## config.mk

```make
export PLATFORM = sky130hd
export DESIGN_NAME = cs_round_engine
export DESIGN_NICKNAME = d
export VERILOG_FILES = /design/src/rtl/cs_pkg.sv /design/src/rtl/cs_round_step.sv /design/src/rtl/m_inv_module.sv /design/src/rtl/m_module.sv /design/src/rtl/cs_round_engine.sv
export SDC_FILE = /design/constraint.sdc
export NUM_CORES = 1
export LEC_CHECK = 0
export CAP_MARGIN = 40
export CORE_MARGIN = 2
export CORE_UTILIZATION = 53
export CTS_CLUSTER_SIZE = 14
export DETAILED_ROUTE_END_ITERATION = 6
export PLACE_DENSITY = 0.9
export SYNTH_ARGS = -nofsm -noshare
export SYNTH_HDL_FRONTEND = slang
export SYNTH_SLANG_ARGS = --single-unit
```

## constraint.sdc

```tcl
create_clock -name clk -period 6.32 [get_ports clk]
set_clock_uncertainty 0.05 [all_clocks]
set_input_delay 0.632 -clock clk [delete_from_list [all_inputs] [get_ports clk]]
set_output_delay 0.632 -clock clk [all_outputs]
set_load 0.03 [all_outputs]
```

## src/rtl/cs_pkg.sv

```systemverilog
// cs_pkg: shared types and byte-permutation helpers for the CS-Cipher round engine.
package cs_pkg;

  localparam int CS_BLOCK_W = 64;

  typedef logic [CS_BLOCK_W-1:0] block_t;

  typedef enum logic [1:0] {
    ST_IDLE   = 2'd0,
    ST_BUSY   = 2'd1,
    ST_WHITEN = 2'd2,
    ST_DONE   = 2'd3
  } state_e;

  // Output byte order, MSB first: source bytes 7,5,3,1,6,4,2,0.
  function automatic block_t perm_bytes(input block_t b);
    return {b[63:56], b[47:40], b[31:24], b[15:8],
            b[55:48], b[39:32], b[23:16], b[7:0]};
  endfunction

  // Undo perm_bytes: put every byte back in its original position.
  function automatic block_t inv_perm_bytes(input block_t y);
    return {y[63:56], y[31:24], y[55:48], y[23:16],
            y[47:40], y[15:8],  y[39:32], y[7:0]};
  endfunction

endpackage

```

## src/rtl/cs_round_step.sv

```systemverilog
// cs_round_step: one cipher round including the round-key XOR.
//   DEC=0: blk_o = P(M(blk_i ^ key_i))
//   DEC=1: blk_o = Minv(Pinv(blk_i)) ^ key_i   (needs CS_ROUND_DEC_EN)
module cs_round_step
  import cs_pkg::*;
#(
  parameter bit DEC = 1'b0
) (
  input  block_t blk_i,
  input  block_t key_i,
  output block_t blk_o
);

  block_t mix_in_s;
  block_t mix_out_s;

`ifdef CS_ROUND_DEC_EN
  if (DEC) begin : g_dec
    assign mix_in_s = inv_perm_bytes(blk_i);
    for (genvar j = 0; j < 4; j++) begin : g_lane
      m_inv_module u_m (.x_i(mix_in_s[16*j +: 16]), .y_o(mix_out_s[16*j +: 16]));
    end
    assign blk_o = mix_out_s ^ key_i;
  end else begin : g_enc
    assign mix_in_s = blk_i ^ key_i;
    for (genvar j = 0; j < 4; j++) begin : g_lane
      m_module u_m (.x_i(mix_in_s[16*j +: 16]), .y_o(mix_out_s[16*j +: 16]));
    end
    assign blk_o = perm_bytes(mix_out_s);
  end
`else
  if (DEC) begin : g_no_dec
    $fatal(1, "cs_round_step: inverse round requires CS_ROUND_DEC_EN");
  end
  assign mix_in_s = blk_i ^ key_i;
  for (genvar j = 0; j < 4; j++) begin : g_lane
    m_module u_m (.x_i(mix_in_s[16*j +: 16]), .y_o(mix_out_s[16*j +: 16]));
  end
  assign blk_o = perm_bytes(mix_out_s);
`endif

endmodule

```

## src/rtl/m_inv_module.sv

```systemverilog
// m_inv_module: inverse of m_module. Only present when CS_ROUND_DEC_EN is defined.
//   yl ^ yr = xl ^ (rotl1(xl) & 8'hAA); that map is an involution, so xl is
//   recovered by applying it again, then xr = yr ^ rotl1(xl).
`ifdef CS_ROUND_DEC_EN
module m_inv_module (
  input  logic [15:0] x_i,
  output logic [15:0] y_o
);

  logic [7:0] d_s;
  logic [7:0] xl_s;
  logic [7:0] rl_s;

  assign d_s  = x_i[15:8] ^ x_i[7:0];
  assign xl_s = d_s ^ ({d_s[6:0], d_s[7]} & 8'hAA);
  assign rl_s = {xl_s[6:0], xl_s[7]};
  assign y_o  = {xl_s, x_i[7:0] ^ rl_s};

endmodule
`endif

```

## src/rtl/m_module.sv

```systemverilog
// m_module: 16-bit CS-Cipher style mixing lane. High byte xl, low byte xr.
//   yl = phi(xl) ^ xr, yr = rotl1(xl) ^ xr, phi(x) = (rotl1(x) & 8'h55) ^ x.
module m_module (
  input  logic [15:0] x_i,
  output logic [15:0] y_o
);

  logic [7:0] xl_s;
  logic [7:0] xr_s;
  logic [7:0] rl_s;
  logic [7:0] phi_s;

  assign xl_s  = x_i[15:8];
  assign xr_s  = x_i[7:0];
  assign rl_s  = {xl_s[6:0], xl_s[7]};
  assign phi_s = (rl_s & 8'h55) ^ xl_s;
  assign y_o   = {phi_s ^ xr_s, rl_s ^ xr_s};

endmodule

```

## src/rtl/cs_round_engine.sv

```systemverilog
// cs_round_engine: iterative CS-Cipher engine, RPC rounds per clock, final whitening XOR.
// Optional macro CS_ROUND_DEC_EN adds a mode_dec port and the inverse (decrypt) datapath.
module cs_round_engine
  import cs_pkg::*;
#(
  parameter int ROUNDS = 8,
  parameter int RPC    = 1
) (
  input  logic                        clk,
  input  logic                        rst_n,
  input  logic                        in_valid,
  output logic                        in_ready,
  input  logic [CS_BLOCK_W-1:0]       in_data,
`ifdef CS_ROUND_DEC_EN
  input  logic                        mode_dec,
`endif
  output logic                        out_valid,
  input  logic                        out_ready,
  output logic [CS_BLOCK_W-1:0]       out_data,
  output logic [$clog2(ROUNDS+1)-1:0] rk_idx,
  input  logic [CS_BLOCK_W*RPC-1:0]   rk_data
);

  localparam int RKW = $clog2(ROUNDS + 1);
  localparam logic [RKW-1:0] ROUNDS_W    = RKW'(ROUNDS);
  localparam logic [RKW-1:0] RPC_W       = RKW'(RPC);
  localparam logic [RKW-1:0] LAST_DEC_W  = RKW'(RPC - 1);
  localparam logic [RKW-1:0] FIRST_DEC_W = RKW'(ROUNDS - 1);

  if (RPC < 1 || (ROUNDS % RPC) != 0) begin : g_bad_rpc
    $fatal(1, "cs_round_engine: RPC must divide ROUNDS");
  end

  state_e         state_q, state_d;
  logic [RKW-1:0] rnd_q, rnd_d;
  block_t         s_q, s_d;
  block_t         out_q, out_d;
  logic           out_valid_q, out_valid_d;
  logic           load_s;
  logic           is_dec_s;
  logic           mode_in_s;
  block_t         enc_out_s;
  block_t         dec_out_s;

  // Forward round chain: stage i consumes round key lane i.
  for (genvar i = 0; i < RPC; i++) begin : g_enc
    block_t stage_in_s;
    block_t stage_out_s;
    if (i == 0) begin : g_first
      assign stage_in_s = s_q;
    end else begin : g_next
      assign stage_in_s = g_enc[i-1].stage_out_s;
    end
    cs_round_step #(.DEC(1'b0)) u_step (
      .blk_i(stage_in_s),
      .key_i(rk_data[CS_BLOCK_W*i +: CS_BLOCK_W]),
      .blk_o(stage_out_s)
    );
  end
  assign enc_out_s = g_enc[RPC-1].stage_out_s;

`ifdef CS_ROUND_DEC_EN
  logic dec_q;

  // Inverse round chain: lane i holds rk[rk_idx-i], applied in descending order.
  for (genvar i = 0; i < RPC; i++) begin : g_dec
    block_t stage_in_s;
    block_t stage_out_s;
    if (i == 0) begin : g_first
      assign stage_in_s = s_q;
    end else begin : g_next
      assign stage_in_s = g_dec[i-1].stage_out_s;
    end
    cs_round_step #(.DEC(1'b1)) u_step (
      .blk_i(stage_in_s),
      .key_i(rk_data[CS_BLOCK_W*i +: CS_BLOCK_W]),
      .blk_o(stage_out_s)
    );
  end
  assign dec_out_s = g_dec[RPC-1].stage_out_s;
  assign is_dec_s  = dec_q;
  assign mode_in_s = mode_dec;

  // Direction is captured with the block and held until the next accept.
  always_ff @(posedge clk or negedge rst_n) begin
    if (!rst_n) begin
      dec_q <= 1'b0;
    end else if (load_s) begin
      dec_q <= mode_dec;
    end else begin
      dec_q <= dec_q;
    end
  end
`else
  assign dec_out_s = enc_out_s;
  assign is_dec_s  = 1'b0;
  assign mode_in_s = 1'b0;
`endif

  // Next-state, round counter, datapath select and handshake outputs.
  always_comb begin
    state_d     = state_q;
    rnd_d       = rnd_q;
    s_d         = s_q;
    out_d       = out_q;
    out_valid_d = out_valid_q;
    in_ready    = 1'b0;
    rk_idx      = {RKW{1'b0}};
    load_s      = 1'b0;
    case (state_q)
      ST_IDLE: begin
        in_ready = 1'b1;
        load_s   = in_valid;
      end
      ST_BUSY: begin
        rk_idx = rnd_q;
        if (is_dec_s) begin
          s_d = dec_out_s;
          if (rnd_q == LAST_DEC_W) begin
            state_d     = ST_DONE;
            rnd_d       = {RKW{1'b0}};
            out_d       = dec_out_s;
            out_valid_d = 1'b1;
          end else begin
            rnd_d = rnd_q - RPC_W;
          end
        end else begin
          s_d   = enc_out_s;
          rnd_d = rnd_q + RPC_W;
          if (rnd_q + RPC_W == ROUNDS_W) begin
            state_d = ST_WHITEN;
          end else begin
            state_d = ST_BUSY;
          end
        end
      end
      ST_WHITEN: begin
        rk_idx = ROUNDS_W;
        s_d    = s_q ^ rk_data[CS_BLOCK_W-1:0];
        if (is_dec_s) begin
          state_d = ST_BUSY;
        end else begin
          state_d     = ST_DONE;
          rnd_d       = {RKW{1'b0}};
          out_d       = s_q ^ rk_data[CS_BLOCK_W-1:0];
          out_valid_d = 1'b1;
        end
      end
      ST_DONE: begin
        in_ready = out_ready;
        if (out_ready) begin
          out_valid_d = 1'b0;
          state_d     = ST_IDLE;
          load_s      = in_valid;
        end else begin
          out_valid_d = 1'b1;
        end
      end
      default: begin
        state_d     = ST_IDLE;
        out_valid_d = 1'b0;
      end
    endcase
    // A new block overrides whatever the current state planned.
    if (load_s) begin
      s_d     = in_data;
      rnd_d   = mode_in_s ? FIRST_DEC_W : {RKW{1'b0}};
      state_d = mode_in_s ? ST_WHITEN : ST_BUSY;
    end else begin
      s_d = s_d;
    end
  end

  // State, counter, working block and result registers.
  always_ff @(posedge clk or negedge rst_n) begin
    if (!rst_n) begin
      state_q     <= ST_IDLE;
      rnd_q       <= {RKW{1'b0}};
      s_q         <= 64'd0;
      out_q       <= 64'd0;
      out_valid_q <= 1'b0;
    end else begin
      state_q     <= state_d;
      rnd_q       <= rnd_d;
      s_q         <= s_d;
      out_q       <= out_d;
      out_valid_q <= out_valid_d;
    end
  end

  assign out_valid = out_valid_q;
  assign out_data  = out_q;

endmodule
```

# ---- Word level (Yosys, flattened, before mapping)
# Index checks and enable logic that the tools add are counted.
dict set report word_totals {
  ff_bits 135
  in_bits 132
  output_inout_bits 70
}
dict set report op_classes {
  n_addsub 1
  n_eq_ne 5
  muxes 14
  n_bitwise 13
  n_reduce_logical 5
}
# cell count
set ops {}
lappend ops {{$pmux W64 S2} 1}
lappend ops {{$mux W64} 1}
lappend ops {{$xor A64 B64 Y64} 1}
lappend ops {{$xor A8 B8 Y8} 8}
lappend ops {{$xor A7 B8 Y8} 4}
lappend ops {{$pmux W4 S2} 2}
lappend ops {{$mux W2} 3}
lappend ops {{$pmux W1 S2} 3}
lappend ops {{$pmux W2 S3} 1}
lappend ops {{$add A4 B1 Y4 const B} 1}
lappend ops {{$eq A2 B2 Y1 const B} 2}
lappend ops {{$eq A4 B4 Y1 const B} 1}
lappend ops {{$mux W4} 1}
lappend ops {{$reduce_bool A4 Y1} 1}
lappend ops {{$ne A3 B3 Y1 const B} 1}
lappend ops {{$reduce_bool A3 Y1} 1}
lappend ops {{$eq A2 B1 Y1 const B} 1}
lappend ops {{$logic_not A2 Y1} 1}
lappend ops {{$mux W1} 2}
lappend ops {{$reduce_and A2 Y1} 1}
lappend ops {{$reduce_bool A2 Y1} 1}

# ---- Longest topological paths before layout
dict set report logic_depth {
  word_depth 5
  ltp_mapped 10
}

# ---- By module
# Synthesis repeated with hierarchy kept, for this count alone.
dict set report unflattened {
  hier_cells 805
  hier_area_um2 8261.7
}
# module instances cells_each area_per_inst_um2 seq_area_each_um2
set modules_own_cells {}
lappend modules_own_cells {cs_round_engine 1 677 6900.4 3378.2}
lappend modules_own_cells {m_module 4 16 200.2 0.0}
lappend modules_own_cells {cs_round_step 1 64 560.5 0.0}

# ---- Worst setup path after synthesis
# OpenSTA, ideal clock, no wires.
dict set report synth_path {
  path_type {register -> output}
  from {register state_q[1]}
  to {output port rk_idx[3]}
  t_arrival_ns 1.877
  required_time_ns 5.638
  setup_slack_ns 3.761
  stages_incl_launch_ff 8
  cell_sequence {dfrtp_1 -> inv_1 -> ha_1 -> clkbuf_1 -> clkbuf_1 -> buf_2 -> a21oi_1 -> nor2b_1}
}
dict set report synth_between {
  elab_chain_cells 2
}
# item line
set synth_lines {}
lappend synth_lines {{start, declared} cs_round_engine.sv:34} ;# state_e state_q, state_d;
lappend synth_lines {{start signal, assigned} cs_round_engine.sv:183} ;# state_q <= state_d;
lappend synth_lines {{$eq A2 B2 Y1 or $eq A2 B1 Y1 (tied branches)} cs_round_engine.sv:110} ;# case (state_q)
lappend synth_lines {{$pmux W4 S2 *} cs_round_engine.sv:110}
lappend synth_lines {{end, declared} cs_round_engine.sv:20} ;# output logic [$clog2(ROUNDS+1)-1:0] rk_idx,
# Every way passes the cells marked *; elsewhere a longest branch is shown, timed or not.

# ---- Final worst setup path
dict set report layout_path {
  from {register state_q[0]}
  to {output port rk_idx[3]}
}
# The elaborated chain is that of the path after synthesis.

==> load_flow_metrics.sql <==
INSERT INTO impl_metrics (metric_group, metric, value, unit) VALUES
('run_status', 'run_status', 'finished clean', ''),
('yosys', 'synth.yosys.warnings', '0', ''),
('place', 'port_buffers', '201', ''),
('sta', 'max_slew.worst_pin.slew', '0.861', 'ns'),
('power', 'ir_worst_vdd', '0.407', 'mV'),
('yosys', 'synth_most_common_cell', 'sky130_fd_sc_hd__dfrtp_1', ''),
('yosys', 'post_synth_main_area_contributors', 'sky130_fd_sc_hd__dfrtp_1, sky130_fd_sc_hd__xnor2_1, sky130_fd_sc_hd__xor2_1, sky130_fd_sc_hd__a21oi_1, sky130_fd_sc_hd__nor2_1', ''),
('sta', 'report.final.hold_viol_count', '0', ''),
('flow_run', 'timing.max_cap.violations', '0', ''),
('floorplan', 'io-pin-count', '202', ''),
('worst_setup_path', 'worst-setup-path-type', 'reg -> out', ''),
('routing', 'total_met2_wirelength_after_detailed_routing', '10200', 'um'),
('worst_setup_path', 'critical_path.startpoint_type', 'register', ''),
('routing', 'met3RoutedLength', '2000', 'um'),
('power', 'power-per-cell-area', '609', 'mW/mm^2'),
('clock_network', 'cts_hold_buffers', '0', ''),
('clock_network', 'clock-sinks', '135', ''),
('place', 'hpwlAfterDp', '16100', 'um'),
('clock_network', 'cts-root-to-sink-buffers', '2', ''),
('sta', 'timing.final.crit_period', '3.34', 'ns'),
('finish', 'syn2layout_area_growth', '36.6', '%'),
('clock_network', 'htree_levels', '4', ''),
('routing', 'route.top_layer_used', 'met4', ''),
('grt', 'grt_first_pass_wirelength', '34500', 'um'),
('sta', 'fmax', '299', 'MHz'),
('grt', 'grtUsageTotal', '0.305', ''),
('yosys', 'synth_top_cell_area_share', '0.453', ''),
('sta', 'setup_repair_after_global_routing_missed_its_margin', 'no', ''),
('power', 'leakage', '0.00411', 'uW'),
('worst_setup_path', 'critPathRequiredTime', '5.64', 'ns'),
('sta', 'tightest_slew_margin_relative_to_the_limit', '0.422', ''),
('grt', 'pin_count_of_the_biggest_net_entering_global_routing', '101', ''),
('sta', 'final-setup-viol-count', '0', ''),
('routing', 'drt_pre_antenna_iters', '6', ''),
('clock_network', 'clockRootBuffer', 'sky130_fd_sc_hd__clkbuf_16', ''),
('sta', 'post-route-period-util', '0.528', ''),
('clock_network', 'tritoncts', 'yes', ''),
('worst_setup_path', 'arrival', '2.66', 'ns'),
('yosys', 'postSynthNetCount', '943', ''),
('yosys', 'synth.cell_area', '0.00746', 'mm^2'),
('routing', 'dr_total_vias', '6864', ''),
('grt', 'vias_in_the_first_global_route', '6579', ''),
('yosys', 'ys_types', '42', ''),
('clock_network', 'post_cts.repair.setup_buffers', '0', ''),
('routing', 'wl_per_cell', '19.0', 'um'),
('yosys', 'synth_area_per_cell', '9.28', 'um^2'),
('finish', 'share_of_layout_cells_above_drive_strength_1', '0.0613', ''),
('yosys', 'synthesis.instances', '804', ''),
('clock_network', 'clk_latency', '0.42', 'ns'),
('yosys', 'number_of_enable_type_register_cells_in_the_synthesized_netlist', '0', ''),
('finish', 'final_net_count', '1122', ''),
('yosys', 'synth-async-reset-ratio', '1.00', ''),
('floorplan', 'rows', '43', ''),
('yosys', 'ys_seq_elements', '135', ''),
('yosys', 'dominantRegCellSynth', 'sky130_fd_sc_hd__dfrtp_1', ''),
('sta', 'timing.final.ws_setup', '2.98', 'ns'),
('clock_network', 'cts_repair_resize_count', '0', ''),
('clock_network', 'cts_made_buffers', '17', ''),
('grt', 'grt_overflow_total', '0', ''),
('floorplan', 'die_height', '123', 'um'),
('place', 'dp_slack', '3.42', 'ns'),
('routing', 'drc', '0', ''),
('place', 'finalWeightedCongestion', '0.884', ''),
('yosys', 'yosys.area.top_type', 'sky130_fd_sc_hd__dfrtp_1', ''),
('finish', 'layout.filler_cells', '960', ''),
('routing', 'drt_wl_total', '22300', 'um'),
('routing', 'ant_nets', '0', ''),
('floorplan', 'dieArea', '0.0150', 'mm^2'),
('floorplan', 'initial_core_util', '0.539', ''),
('finish', 'diodes', '0', ''),
('worst_hold_path', 'worstHoldPathType', 'in -> async', '');
==> routing by layer <==
metal	GRT usage	vias to the layer above
met2	0.470	379
met4	0.126	0
met5	0	-
met3	0.0604	52
li1	-	3144
met1	0.421	3289
==> report_power, final <==
| group | switching (uW) | internal (uW) |
|---|---|---|
| Clock | 365 | 577 |
| Combinational | 1990 | 1580 |
| Sequential | 352 | 1350 |
| Total | 2700 | 3500 |
==> stage by stage <==
stage	cell area, um^2	hold WS [ns]	std cells	utilization
6_report	10200	0.108	1175	0.737
3_3_place_gp	9530	0.413	1139	0.689
2_1_floorplan	7460	0.286	804	-
5_1_grt	10200	0.144	1175	0.737
4_1_cts	10200	0.127	1175	0.737
3_5_place_dp	9630	0.418	1144	0.696
==> sequential cells by signal, summed over array words and instances (netlist names) <==
register and cells:
rnd_q 4, state_q 2, out_data 64, out_valid 1
g_enc.stage_in_s 64
==> path summary, 6_finish.rpt <==
check,from,end,slack (ns),cells after the start
max reg2reg,state_q[0],g_enc[0].stage_in_s[60],3.41,8
max in group asynchronous,rst_n,g_enc[0].stage_in_s[8],5.02,3
max,state_q[0],rk_idx[3],2.98,5
min in group clk,out_data[47],out_data[47],0.43,1
min,rst_n,out_data[27],0.11,1
min reg2reg,out_data[47],out_data[47],0.43,1
==> kinds of logic (layout without fill, tap and decap cells) <==
family,after synthesis,in the layout,share of synthesized area
compound gates,245,245,0.205
fa+ha+maj,7,7,0.0117
xor+xnor,135,135,0.169
mux,6,6,0.00889
simple gates,221,221,0.121
buf+inv,55,246,0.0325
flops,135,135,0.453
==> area by class of cell <==
cell class                 count  area, um^2  share of cell area
multi-input combinational    614        3860               0.379
sequential                   135        3380               0.332
timing repair buffer         212        2150               0.211
clock buffer                  23         488              0.0479
tap                          180         225              0.0221
clock inverter                 8        72.6             0.00712
inverter                       3        11.3             0.00111
==> layout by cell type, fill, tap and decap left out, types with 3 or more instances in the layout <==
cell                                n
sky130_fd_sc_hd__a22oi_1           10
sky130_fd_sc_hd__o311a_1            4
sky130_fd_sc_hd__nand3_1            3
sky130_fd_sc_hd__clkdlybuf4s50_1  200
sky130_fd_sc_hd__o21ai_0           25
sky130_fd_sc_hd__o221ai_1           3
sky130_fd_sc_hd__xnor2_2           10
sky130_fd_sc_hd__a21oi_1           83
sky130_fd_sc_hd__clkinv_2           4
sky130_fd_sc_hd__ha_1               6
sky130_fd_sc_hd__clkinvlp_4         3
sky130_fd_sc_hd__a31oi_1           29
sky130_fd_sc_hd__xor2_1            50
sky130_fd_sc_hd__o211ai_1          16
sky130_fd_sc_hd__a21o_1            18
sky130_fd_sc_hd__clkbuf_16         17
sky130_fd_sc_hd__and3_1             3
sky130_fd_sc_hd__dfrtp_1          135
sky130_fd_sc_hd__nand2_1           78
sky130_fd_sc_hd__a221o_1            7
sky130_fd_sc_hd__clkbuf_8           4
sky130_fd_sc_hd__nor3_1            20
sky130_fd_sc_hd__mux2_2             5
sky130_fd_sc_hd__nor2_1           107
sky130_fd_sc_hd__xnor2_1           75
sky130_fd_sc_hd__a221oi_1           5
sky130_fd_sc_hd__o21a_1            18
sky130_fd_sc_hd__buf_4              7
sky130_fd_sc_hd__o21ai_1           20
==> worst max-delay path, stage by stage (launching register included) <==
cell and delay (ns):
sky130_fd_sc_hd__dfrtp_1 0.42, sky130_fd_sc_hd__inv_1 0.15, sky130_fd_sc_hd__ha_4 0.68, sky130_fd_sc_hd__a21oi_1 0.09
sky130_fd_sc_hd__nor2b_1 0.18, sky130_fd_sc_hd__clkdlybuf4s50_1 0.70
(Power assumes the default switching activity.)
